--- src/rtl/reg_ctrl_pkg.sv ---
// Shared encodings for the 16-bit register write port and its loaders.
// Also holds the low-write decode used by the byte loader.
package reg_ctrl_pkg;

    typedef enum logic [2:0] {
        FS_DEC    = 3'b000,
        FS_INC    = 3'b001,
        FS_LOAD   = 3'b010,
        FS_CLR    = 3'b011,
        FS_LOADLZ = 3'b100,
        FS_WRLO   = 3'b101,
        FS_WRHI   = 3'b110,
        FS_LOADSX = 3'b111
    } funsel_e;

    typedef enum logic [1:0] {
        CMD_LOAD16 = 2'b00,
        CMD_LOAD8Z = 2'b01,
        CMD_LOAD8S = 2'b10,
        CMD_CLEAR  = 2'b11
    } cmd_e;

    typedef enum logic [2:0] {
        ST_IDLE     = 3'd0,
        ST_FETCH_LO = 3'd1,
        ST_WRITE_LO = 3'd2,
        ST_FETCH_HI = 3'd3,
        ST_WRITE_HI = 3'd4,
        ST_DONE     = 3'd5
    } state_e;

    function automatic funsel_e lo_funsel(cmd_e c);
        funsel_e fs;
        unique case (c)
            CMD_LOAD16: fs = FS_WRLO;
            CMD_LOAD8Z: fs = FS_LOADLZ;
            CMD_LOAD8S: fs = FS_LOADSX;
            default:    fs = FS_CLR;
        endcase
        return fs;
    endfunction

    function automatic logic [15:0] lo_data(cmd_e c, logic [7:0] b);
        logic [15:0] d;
        unique case (c)
            CMD_LOAD8S: d = {{8{b[7]}}, b};
            CMD_CLEAR:  d = 16'h0000;
            default:    d = {8'h00, b};
        endcase
        return d;
    endfunction

endpackage

--- src/rtl/fetch_timeout_ctr.sv ---
// Wait-cycle counter for a byte fetch; flags expiry at TIMEOUT-1.
// TIMEOUT=0 never expires.
module fetch_timeout_ctr #(
    parameter int unsigned TIMEOUT = 16
) (
    input  logic clk_i,
    input  logic rst_ni,
    input  logic clr_i,
    input  logic en_i,
    output logic expired_o
);

    localparam int unsigned W = (TIMEOUT > 2) ? $clog2(TIMEOUT) : 1;
    localparam logic [W-1:0] LAST = W'((TIMEOUT == 0) ? 0 : TIMEOUT - 1);

    logic [W-1:0] cnt_q, cnt_d;

    assign expired_o = (TIMEOUT != 0) && (cnt_q == LAST);

    always_comb begin
        cnt_d = cnt_q;
        if (clr_i)
            cnt_d = '0;
        else if (en_i && !expired_o)
            cnt_d = cnt_q + 1'b1;
    end

    always_ff @(posedge clk_i or negedge rst_ni) begin
        if (!rst_ni)
            cnt_q <= '0;
        else
            cnt_q <= cnt_d;
    end

endmodule

--- src/rtl/reg_byte_loader.sv ---
// Fetches one or two bytes and drives the FunSel/E/I write sequence
// that builds the value in a 16-bit register.
module reg_byte_loader
    import reg_ctrl_pkg::*;
#(
    parameter int unsigned TIMEOUT = 16
) (
    input  logic        Clock,
    input  logic        Reset,
    input  logic        Start,
    input  logic [1:0]  Cmd,
    output logic        ByteReq,
    input  logic        ByteAck,
    input  logic [7:0]  ByteIn,
    output logic [2:0]  FunSel,
    output logic        E,
    output logic [15:0] I,
    output logic        Busy,
    output logic        Done,
    output logic        Err
);

    state_e      state_q, state_d;
    cmd_e        cmd_q, cmd_d;
    logic [7:0]  byte_q, byte_d;
    logic        err_q, err_d;
    logic        req_q, req_d;
    logic        e_q, e_d;
    funsel_e     fs_q, fs_d;
    logic [15:0] i_q, i_d;
    logic        busy_q, busy_d;
    logic        done_q, done_d;
    logic        in_fetch;
    logic        expired;

    assign in_fetch = (state_q == ST_FETCH_LO) || (state_q == ST_FETCH_HI);

    fetch_timeout_ctr #(
        .TIMEOUT(TIMEOUT)
    ) u_ctr (
        .clk_i    (Clock),
        .rst_ni   (Reset),
        .clr_i    (!in_fetch),
        .en_i     (!ByteAck),
        .expired_o(expired)
    );

    always_comb begin
        state_d = state_q;
        cmd_d   = cmd_q;
        byte_d  = byte_q;
        err_d   = err_q;
        unique case (state_q)
            ST_IDLE: begin
                if (Start) begin
                    cmd_d   = cmd_e'(Cmd);
                    err_d   = 1'b0;
                    state_d = (cmd_e'(Cmd) == CMD_CLEAR) ? ST_WRITE_LO
                                                         : ST_FETCH_LO;
                end
            end
            ST_FETCH_LO, ST_FETCH_HI: begin
                if (ByteAck) begin
                    byte_d  = ByteIn;
                    state_d = (state_q == ST_FETCH_LO) ? ST_WRITE_LO
                                                       : ST_WRITE_HI;
                end else if (expired) begin
                    err_d   = 1'b1;
                    state_d = ST_DONE;
                end
            end
            ST_WRITE_LO:
                state_d = (cmd_q == CMD_LOAD16) ? ST_FETCH_HI : ST_DONE;
            ST_WRITE_HI:
                state_d = ST_DONE;
            ST_DONE:
                state_d = ST_IDLE;
            default:
                state_d = ST_IDLE;
        endcase
    end

    // Outputs are decoded from the next state so they appear registered.
    always_comb begin
        req_d  = (state_d == ST_FETCH_LO) || (state_d == ST_FETCH_HI);
        e_d    = (state_d == ST_WRITE_LO) || (state_d == ST_WRITE_HI);
        busy_d = (state_d != ST_IDLE);
        done_d = (state_d == ST_DONE);
        fs_d   = FS_DEC;
        i_d    = 16'h0000;
        if (state_d == ST_WRITE_LO) begin
            fs_d = lo_funsel(cmd_d);
            i_d  = lo_data(cmd_d, byte_d);
        end else if (state_d == ST_WRITE_HI) begin
            fs_d = FS_WRHI;
            i_d  = {8'h00, byte_d};
        end
    end

    always_ff @(posedge Clock or negedge Reset) begin
        if (!Reset) begin
            state_q <= ST_IDLE;
            cmd_q   <= CMD_LOAD16;
            byte_q  <= 8'h00;
            err_q   <= 1'b0;
            req_q   <= 1'b0;
            e_q     <= 1'b0;
            fs_q    <= FS_DEC;
            i_q     <= 16'h0000;
            busy_q  <= 1'b0;
            done_q  <= 1'b0;
        end else begin
            state_q <= state_d;
            cmd_q   <= cmd_d;
            byte_q  <= byte_d;
            err_q   <= err_d;
            req_q   <= req_d;
            e_q     <= e_d;
            fs_q    <= fs_d;
            i_q     <= i_d;
            busy_q  <= busy_d;
            done_q  <= done_d;
        end
    end

    assign ByteReq = req_q;
    assign E       = e_q;
    assign FunSel  = fs_q;
    assign I       = i_q;
    assign Busy    = busy_q;
    assign Done    = done_q;
    assign Err     = err_q;

endmodule

--- config.mk ---
export PLATFORM = sky130hd
export DESIGN_NAME = reg_byte_loader
export DESIGN_NICKNAME = d
export VERILOG_FILES = /design/src/rtl/reg_ctrl_pkg.sv /design/src/rtl/fetch_timeout_ctr.sv /design/src/rtl/reg_byte_loader.sv
export SDC_FILE = /design/constraint.sdc
export NUM_CORES = 1
export LEC_CHECK = 0
export BUFFER_PORTS_ARGS = -buffer_cell sky130_fd_sc_hd__buf_2
export CORE_MARGIN = 1.5
export CORE_UTILIZATION = 32
export CTS_BUF_LIST = sky130_fd_sc_hd__clkbuf_8 sky130_fd_sc_hd__clkbuf_16
export DETAILED_ROUTE_END_ITERATION = 8
export PLACE_DENSITY = 0.58
export SLEW_MARGIN = 20
export SYNTH_ARGS = -nofsm -noshare
export SYNTH_HDL_FRONTEND = slang
export SYNTH_HIERARCHICAL = 1
export SYNTH_SLANG_ARGS = --single-unit
--- constraint.sdc ---
create_clock -name Clock -period 1.66 [get_ports Clock]
set_clock_uncertainty 0.05 [all_clocks]
set_input_delay 0.249 -clock Clock [delete_from_list [all_inputs] [get_ports Clock]]
set_output_delay 0.249 -clock Clock [all_outputs]
set_load 0.01 [all_outputs]
After elaboration in Yosys (flattened, before gate mapping)
Index checks and enable logic that the tools add are counted.
Storage, ports and cells
  register bits after elaboration: 41
  input bits: 14
  word-level logic and storage cells: 66
Operators by class
  add/sub/neg operators: 1
  equal/unequal tests: 18
  muxes and demuxes: 23
  reductions and logical operators: 13
Operators with widths (number)
  case mux 16 bit (2 select lines): 1
  two-way mux 8 bit: 3
  two-way mux 3 bit: 7
  two-way mux 16 bit: 1
  == test 3 x 2 -> 1 bit (second input constant): 4
  case mux 3 bit (4 select lines): 1
  == test 3 bit (second input constant): 3
  case mux 3 bit (3 select lines): 1
  two-way mux 4 bit: 2
  == test 2 bit (second input constant): 3
  == test 3 x 1 -> 1 bit (second input constant): 2
  two-way mux 2 bit: 3
  adder 4 x 1 -> 4 bit (second input constant): 1
  == test 4 bit (second input constant): 1
  logical NOT 2 bit: 2
  != test 2 x 1 -> 1 bit (second input constant): 2
  != test 2 bit (second input constant): 2
  AND reduction 4 bit: 1
  logical NOT 3 bit: 1
  logical OR 1 bit: 3
  two-way mux 1 bit: 3
  nonzero test 3 bit: 1
  == test 2 x 1 -> 1 bit (second input constant): 1
  logical NOT 1 bit: 2
  4 further kinds: 4

Logic depth before layout (Yosys ltp)
Gate-level depths: netlist (run 1).
  depth in word-level cells: 7
  mapped depth: 7

Cells and area by module
The synthesis (run 1) kept the hierarchy.
By module, submodules not included
  reg_byte_loader: instances 1, cells an instance 101, area each 1341.3 µm², seq. area each 750.7 µm²
  fetch_timeout_ctr: instances 1, cells an instance 20, area each 229.0 µm², seq. area each 100.1 µm²

Worst setup path after synthesis (run 1)
Ideal clock, no wire load.
  path kind: register -> register
  start point: reg u_ctr.cnt_q[0]
  end point: reg fs_q[1] (netlist: FunSel[1])
  arrival time: 1.607 ns
  required time: 1.452 ns
  slack: -0.155 ns
  stages on the path, launching flop included: 7
  clock period less this slack: 1.815 ns
  cells stage by stage: dfrtp_1 > ha_1 > and3_4 > mux2i_1 > nor2b_1 > o311ai_2 > o21ai_0
On the way
  cells in the longest elaborated chain, start to end: 7
  elaborated cells between the ends (all ways): 8
  classes of those cells: 3 x eq/ne; 5 x mux
RTL lines
  start: declaration: line fetch_timeout_ctr.sv:16  | logic [W-1:0] cnt_q, cnt_d;
  start signal: assignment: line fetch_timeout_ctr.sv:32  | cnt_q <= cnt_d;
  == test 4 bit (*): line fetch_timeout_ctr.sv:18  | assign expired_o = (TIMEOUT != 0) && (cnt_q == LAST);
  named net expired: line reg_byte_loader.sv:34  | logic expired;
  two-way mux 3 bit (*): line reg_byte_loader.sv:67  | end else if (expired) begin
  two-way mux 3 bit (*): line reg_byte_loader.sv:63  | if (ByteAck) begin
  case mux 3 bit (4 select lines) (*): line reg_byte_loader.sv:53  | unique case (state_q)
  == test 3 bit: line reg_byte_loader.sv:94  | end else if (state_d == ST_WRITE_HI) begin
  two-way mux 3 bit: line reg_byte_loader.sv:94
  two-way mux 3 bit (*): line reg_byte_loader.sv:91  | if (state_d == ST_WRITE_LO) begin
  named net fs_d[1]: line reg_byte_loader.sv:29  | funsel_e fs_q, fs_d;
  end signal: assignment: line reg_byte_loader.sv:119  | fs_q <= fs_d;
  end: declaration: line reg_byte_loader.sv:29
The timed path passes the listed nets; every way through them passes the cells marked *.
A chain may end at the register's enable or synchronous reset.

Worst setup path in the final report (run 1)
  start point: reg state_q[0]
  end point: reg i_q[4] (netlist: I[4])
On the way
  cells in the longest elaborated chain, start to end: 7
  elaborated cells between the ends (all ways): 20
  classes of those cells: 8 x eq/ne; 10 x mux; 2 x reduce/logical
RTL lines
  start: declaration: line reg_byte_loader.sv:23  | state_e state_q, state_d;
  start signal: assignment: line reg_byte_loader.sv:113  | state_q <= state_d;
  == test 3 x 1 -> 1 bit: line reg_byte_loader.sv:53, reg_byte_loader.sv:65
  two-way mux 3 bit: line reg_byte_loader.sv:65  | state_d = (state_q == ST_FETCH_LO) ? ST_WRITE_LO
  two-way mux 3 bit: line reg_byte_loader.sv:63
  case mux 3 bit (4 select lines): line reg_byte_loader.sv:53
  == test 3 bit: line reg_byte_loader.sv:94
  two-way mux 8 bit: line reg_byte_loader.sv:94
  two-way mux 16 bit (*): line reg_byte_loader.sv:91
  named net i_d[4]: line reg_byte_loader.sv:30  | logic [15:0] i_q, i_d;
  end signal: assignment: line reg_byte_loader.sv:120  | i_q <= i_d;
  end: declaration: line reg_byte_loader.sv:30
Marks and branches as above.

==> out/summary.txt, run 1 <==
Status = complete, but fails checks
Failing checks = negative setup slack
Fillcell total = 424
Placer's final routability congestion estimate = 0.808
Slew headroom = 73.4%
Antenna cell count = 0
Hold Crit Class = input port to flop
Clock Latency Late Sink = 0.28 ns
Flop pwr share = 31.7%
Reg-to-reg startpoint = state_q[0]
Row count = 25
I/O pin total = 38
CP max stage cell = dfrtp_2
Distinct cell type count after synthesis = 38
Vias = 1181
Synthesis Warnings = 6
Placed Area = 0.00198 sq mm
Internal power = 2650 uW
Total track usage = 14.9%
WHS Path Cells = 2
Hold path start = ByteIn[6]
Switching pwr = 1560 uW
Reg2Reg Setup Slack = -0.14 ns
First-pass GRT wire length = 5970 um
Reg2reg end = I[4]
Ranking of synthesized cells by area = dfrtp_1 (54%), mux2_2 (6.5%), a21boi_1 (3.8%)
Share of the synthesized area in the top cell type = 54.2%
Dpl cells = 238
Slowest stage delay, CP = 0.45 ns
Max_cap viols = 0
Number of port buffers = 37
Initial drt markers = 53
Pleak = 0.00109 uW
Design Area, Final = 0.00229 sq mm
Max Root-Sink Buffers = 2
Clock buffer count from CTS = 5
Total Wirelength = 3810 um
Pwr/cell area = 1840 mW/mm^2
Yosys top cell by area = dfrtp_1
TritonCTS Sinks = 34
Wire per inst = 14.7 um
Gr ovfl total = 0
Buffers & Inverters on Critical Path = 1
DRT Pass-1 Iters = 4
EDFF count, synth = 0
Starting density of the core = 33.2%
Mapped Cells = 121
Main flop type after synthesis = dfrtp_1
DP HPWL = 2540 um
Core area = 0.00472 sq mm
Util after Layout = 48.4%
Largest net degree at the start of global routing = 35
Worst Reg-to-Reg Cells = 5
DIE AREA = 0.00534 sq mm
Critical-path cell list = nor4b_4 > buf_4 > nand3b_1 > o2111ai_4 > a21boi_2
Register area = 853 sq um
Syn Nets = 136
CP required = 1.82 ns
Worst slack at placement = -0.153 ns
# DRC = 0
Final setup violation count = 15
Largest delay share family, worst path = simple AND/OR/NAND/NOR gates
Worst Setup Path Type = flop to flop
Synth async-reset ratio = 100%
Clock power share = 14.7%
Final hold vios = 0
Global routing usage on met2 = 24.8%
Post-layout min period = 1.80 ns
Vias in the first global route = 1230
Final setup margin = -0.141 ns
Die X = 73.1 um
Area growth, synth to finish = 45.7%
Final non-filler cell total = 258
Sequential share of the synthesized area = 54.2%
Switching share of power = 37.1%
Routed Antenna Nets = 0
Final max-slew violation count = 0
Max Freq = 555 MHz
GR peak layer = met2
Maximum vdd drop = 0.814 mV
Avg Inst Size Synth = 13.0 sq um
Final net count = 205
Layout cell share with drive strength beyond 1 = 65.4%
Post-route clock period utilization = 109%
Mapped Area = 0.00157 sq mm
Vias/cell = 4.58
Hold endpoint = byte_q[6]
Critical path peak fanout = 5
Clk pin slew, worst setup/hold paths = 0.07 ns
Worst path arrival time = 1.96 ns
CTS H-tree depth = 2
Critical Path Start Type = flop
CTS tree = built
Final Power = 4210 uW
Crit end category = flop
Grt met1 use = 18.2%
#FFs+latches synth = 34
Tightest Pin Transition = 0.395 ns
Area of the multi-input gates = 757 sq um
Die Y = 73.1 um
Met3 usage = 4.56%
Clk root buf = clkbuf_8
Comb power frac = 53.6%
RSZ-0062 raised after global routing = true
Antenna violations before repair = 0
==> worst max-delay path by stage <==
stage              startpoint   endpoint  slack, ns  depth (start not counted)
6_report           state_q[0]       I[4]      -0.14                          5
2_1_floorplan      state_q[0]  FunSel[0]      -0.06                          5
3_3_place_gp   u_ctr/cnt_q[0]       I[4]      -0.10                          7
5_1_grt            state_q[0]       I[0]      -0.20                          5
4_1_cts            state_q[0]       I[0]      -0.13                          4
3_5_place_dp   u_ctr/cnt_q[0]       I[2]      -0.15                          5
==> cells by family (layout without fill, tap and decap cells) <==
family          after synthesis  in the layout  share of synthesized area, %
mux                          13             13                          9.32
fa+ha+maj                     1              1                         0.797
buf+inv                      16             85                          6.06
simple gates                 34             34                          16.4
flops                        34             34                          54.2
compound gates               23             24                          13.2
==> layer usage <==
metal  wire length [um]  vias to the layer above
met3                171                        7
met2               1960                       27
met1               1610                      583
met4                 64                        0
met5                  0                        -
li1                   -                      564
==> state kept, by name (all words and copies together), names as in the netlist <==
signal and flops:
cmd_q 2, byte_q 8, E 1, Err 1
Done 1, u_ctr/cnt_q 4, I 9, state_q 3
FunSel 3, Busy 1, ByteReq 1
==> cell usage in the layout, fill, tap and decap left out, drive strengths merged, types with 3 or more instances in the layout <==
| cell type | instances |
|---|---|
| clkbuf | 6 |
| buf | 70 |
| nor2 | 7 |
| inv | 7 |
| mux2i | 3 |
| nand3b | 3 |
| nand2b | 3 |
| a21boi | 9 |
| o21ai | 4 |
| mux2 | 10 |
| dfrtp | 34 |
| nand3 | 3 |
| a21oi | 5 |
| nor2b | 3 |
==> synthesized netlist by cell type (all sizes together) (2+ instances only) <==
library cell  count
a21boi            9
a21oi             5
and3              2
buf               9
dfrtp            34
inv               6
mux2             10
mux2i             3
nand2             2
nand2b            3
nand3             3
nand3b            3
nor2              7
nor2b             3
nor3              2
nor4              2
nor4b             2
o21ai             4
==> power by group through the flow <==
| stage | combinational [uW] | clock, uW | sequential, uW |
|---|---|---|---|
| 6_report | 2260 | 617 | 1340 |
| 5_1_grt | 2430 | 669 | 1370 |
| 4_1_cts | 2010 | 635 | 1330 |
| 3_5_place_dp | 1810 | 0 | 1340 |
| 3_3_place_gp | 1750 | 0 | 1330 |
| 2_1_floorplan | 957 | 0 | 1400 |
==> cell type report <==
class	instances	share of cell area [%]
well taps	67	3.67
repair buffers	71	20.7
flip-flops and latches	34	37.3
clock buffers	6	3.61
inverters	6	1.20
multi-input cells	72	33.1
clock inverters	2	0.383
==> timing repair <==
item | 4_1_cts | 5_1_grt
endpoints found under the setup margin | 15 | 17
endpoints found under the hold margin | 34 | 0
pin swaps | 9 | 16
gates cloned | 0 | 1
gates resized for setup | 18 | 18
buffers inserted | 3 | 8
hold buffers | 1 | 0
==> per-stage QoR <==
| step | TNS [ns] | hold WS [ns] |
|---|---|---|
| after floorplan | -0.363 | -0.0966 |
| after global placement | -0.932 | 0.169 |
| after detailed placement | -1.44 | 0.172 |
| after CTS | -1.29 | 0.156 |
| after global routing | -2.47 | 0.159 |
| final | -1.50 | 0.165 |
No activity file was read; power rests on OpenSTA's default activity.
==> run 2, diff against run 1 <==
Settings changed: CORE_UTILIZATION 32 to 47, PLACE_DENSITY 0.58 to 0.78.
==> out/summary.txt, run 2 (same netlist as run 1, synthesis figures left out) <==
Status = complete, but fails checks
Failing checks = negative setup slack
Post-layout min period = 1.79 ns (-0.00731 ns)
Max_cap viols = 0 (unchanged)
CP max stage cell = dfrtp_2
Internal power = 2750 uW (+3.7%)
WHS Path Cells = 2 (unchanged)
Starting density of the core = 50.6% (+17 points)
DIE AREA = 0.00370 sq mm (-31%)
Clock power share = 14.0% (-0.7 points)
Reg2reg end = I[14]
Routed Antenna Nets = 0 (unchanged)
Util after Layout = 73.4% (+25 points)
Largest register FFs = 9 (unchanged)
Vias/cell = 5.20 (+14%)
Final hold vios = 0 (unchanged)
Final Power = 4390 uW (+4.1%)
Gr ovfl total = 0 (unchanged)
Placer's final routability congestion estimate = 0.861 (+6.6%)
Switching share of power = 37.3% (+0.22 points)
Hold endpoint = byte_q[6]
Core area = 0.00310 sq mm (-34%)
CTS H-tree depth = 2 (unchanged)
Clock Latency Late Sink = 0.29 ns (about the same)
Die X = 60.8 um (-17%)
Vias = 1227 (+3.9%)
Clk pin slew, worst setup/hold paths = 0.06 ns (about the same)
Slowest stage delay, CP = 0.46 ns (about the same)
Max Freq = 557 MHz (+0.41%)
Row count = 20 (-20%)
Reg2Reg Setup Slack = -0.13 ns (about the same)
Switching pwr = 1640 uW (+4.7%)
Final setup violation count = 15 (unchanged)
Total track usage = 23.7% (+8.7 points)
I/O pin total = 38 (unchanged)
Vias in the first global route = 1250 (+1.6%)
Largest net degree at the start of global routing = 35 (unchanged)
Clock buffer count from CTS = 5 (unchanged)
Pwr/cell area = 1930 mW/mm^2 (+4.5%)
Slew headroom = 50.8% (-23 points)
Comb power frac = 55.3% (+1.7 points)
Crit end category = flop
Hold path start = ByteIn[6]
Flop pwr share = 30.7% (-1.0 points)
Initial drt markers = 40 (-25%)
Total Wirelength = 4020 um (+5.7%)
Reg-to-reg startpoint = state_q[1]
Maximum vdd drop = 1.10 mV (+35%)
Final net count = 206 (+0.49%)
Antenna cell count = 0 (unchanged)
Number of port buffers = 37 (unchanged)
Worst Setup Path Type = flop to flop
Most common cell after layout, fill and taps aside = buf_2
CTS tree = built
First-pass GRT wire length = 6080 um (+1.8%)
Critical-path cell list = nor4b_4 > mux2i_2 > nand3_2 > nor4_2
Final max-slew violation count = 0 (unchanged)
TritonCTS Sinks = 34 (unchanged)
Commonest cells after routing, fill and taps aside = buf_2 (37), dfrtp_1 (31), buf_4 (22), buf_6 (12), mux2_2 (9)
# DRC = 0 (unchanged)
Area growth, synth to finish = 45.1%
DRT Pass-1 Iters = 4 (unchanged)
Post-route clock period utilization = 108% (-0.44 points)
Layout cell share with drive strength beyond 1 = 66.7% (+1.2 points)
Hold Crit Class = input port to flop
Die Y = 60.8 um (-17%)
Worst path arrival time = 1.93 ns (-0.03 ns)
DP HPWL = 2480 um (-2.4%)
Worst Reg-to-Reg Cells = 4 (-1)
Pleak = 0.00110 uW (+1.0%)
Max Root-Sink Buffers = 2 (unchanged)
RSZ-0062 raised after global routing = true
Critical path peak fanout = 5 (unchanged)
Clk root buf = clkbuf_8
Wire per inst = 17.0 um (+16%)
Antenna violations before repair = 0 (unchanged)
Critical Path Start Type = flop
Tightest Pin Transition = 0.738 ns (+0.343 ns)
Final setup margin = -0.134 ns (+0.00731 ns)
CP required = 1.80 ns (-0.02 ns)
Fillcell total = 227 (-46%)
[run 2: routing by layer]
layer	share of wire [%]	GRT usage, %
met3	4.3	7.89
met5	0	0
met1	40	28.6
met4	2.7	10.2
met2	53	38.7
[run 2: stage by stage]
| step | cell area, sq um | hold WS, ns | setup slack, ns | TNS [ns] | cells |
|---|---|---|---|---|---|
| 2_1_floorplan | 1590 | -0.0966 | -0.0553 | -0.363 | 121 |
| 3_3_place_gp | 1930 | 0.289 | -0.0915 | -0.854 | 215 |
| 3_5_place_dp | 1930 | 0.301 | -0.138 | -1.51 | 215 |
| 4_1_cts | 2170 | 0.152 | -0.111 | -0.988 | 232 |
| 5_1_grt | 2280 | 0.159 | -0.212 | -2.42 | 236 |
| 6_report | 2280 | 0.152 | -0.134 | -1.44 | 236 |
[run 2: worst max-delay path by stage]
stage,from,to,slack (ns),depth (start not counted)
after floorplan,state_q[0],FunSel[0],-0.06,5
after global placement,u_ctr/cnt_q[0],I[7],-0.09,7
after detailed placement,state_q[2],I[4],-0.14,5
after CTS,state_q[0],I[1],-0.11,5
after global routing,state_q[1],I[14],-0.21,4
final,state_q[1],I[14],-0.13,4
[run 2: layout make-up]
class,instances,area [sq um],area share (%)
clock buffer,6,82.6,3.62
clock inverter,2,8.76,0.384
inverter,6,25.0,1.10
multi-input combinational,72,757,33.2
sequential,34,855,37.5
tap,44,55.1,2.42
timing repair buffer,72,495,21.7
[run 2: critical path: cells and delay by family, from the launching register on]
family / cells / cell delay, ns
muxes: 1 / 0.34
DFF: 1 / 0.46
and+or+nand+nor: 3 / 0.83
[run 2: power groups by stage]
stage | registers (uW) | logic, uW | clock network [uW]
after floorplan | 1400 | 957 | 0
after global placement | 1320 | 1710 | 0
after detailed placement | 1340 | 1780 | 0
after CTS | 1330 | 2100 | 630
after global routing | 1370 | 2580 | 661
final | 1350 | 2430 | 614
[run 2: what timing repair did]
| item | in CTS | in global routing |
|---|---|---|
| endpoints found under the setup margin | 16 | 25 |
| endpoints found under the hold margin | 34 | 0 |
| setup buffers | 7 | 4 |
| pin swaps | 8 | 14 |
| hold buffers | 1 | 0 |
| gates cloned | 1 | 0 |
| gates resized for setup | 19 | 23 |
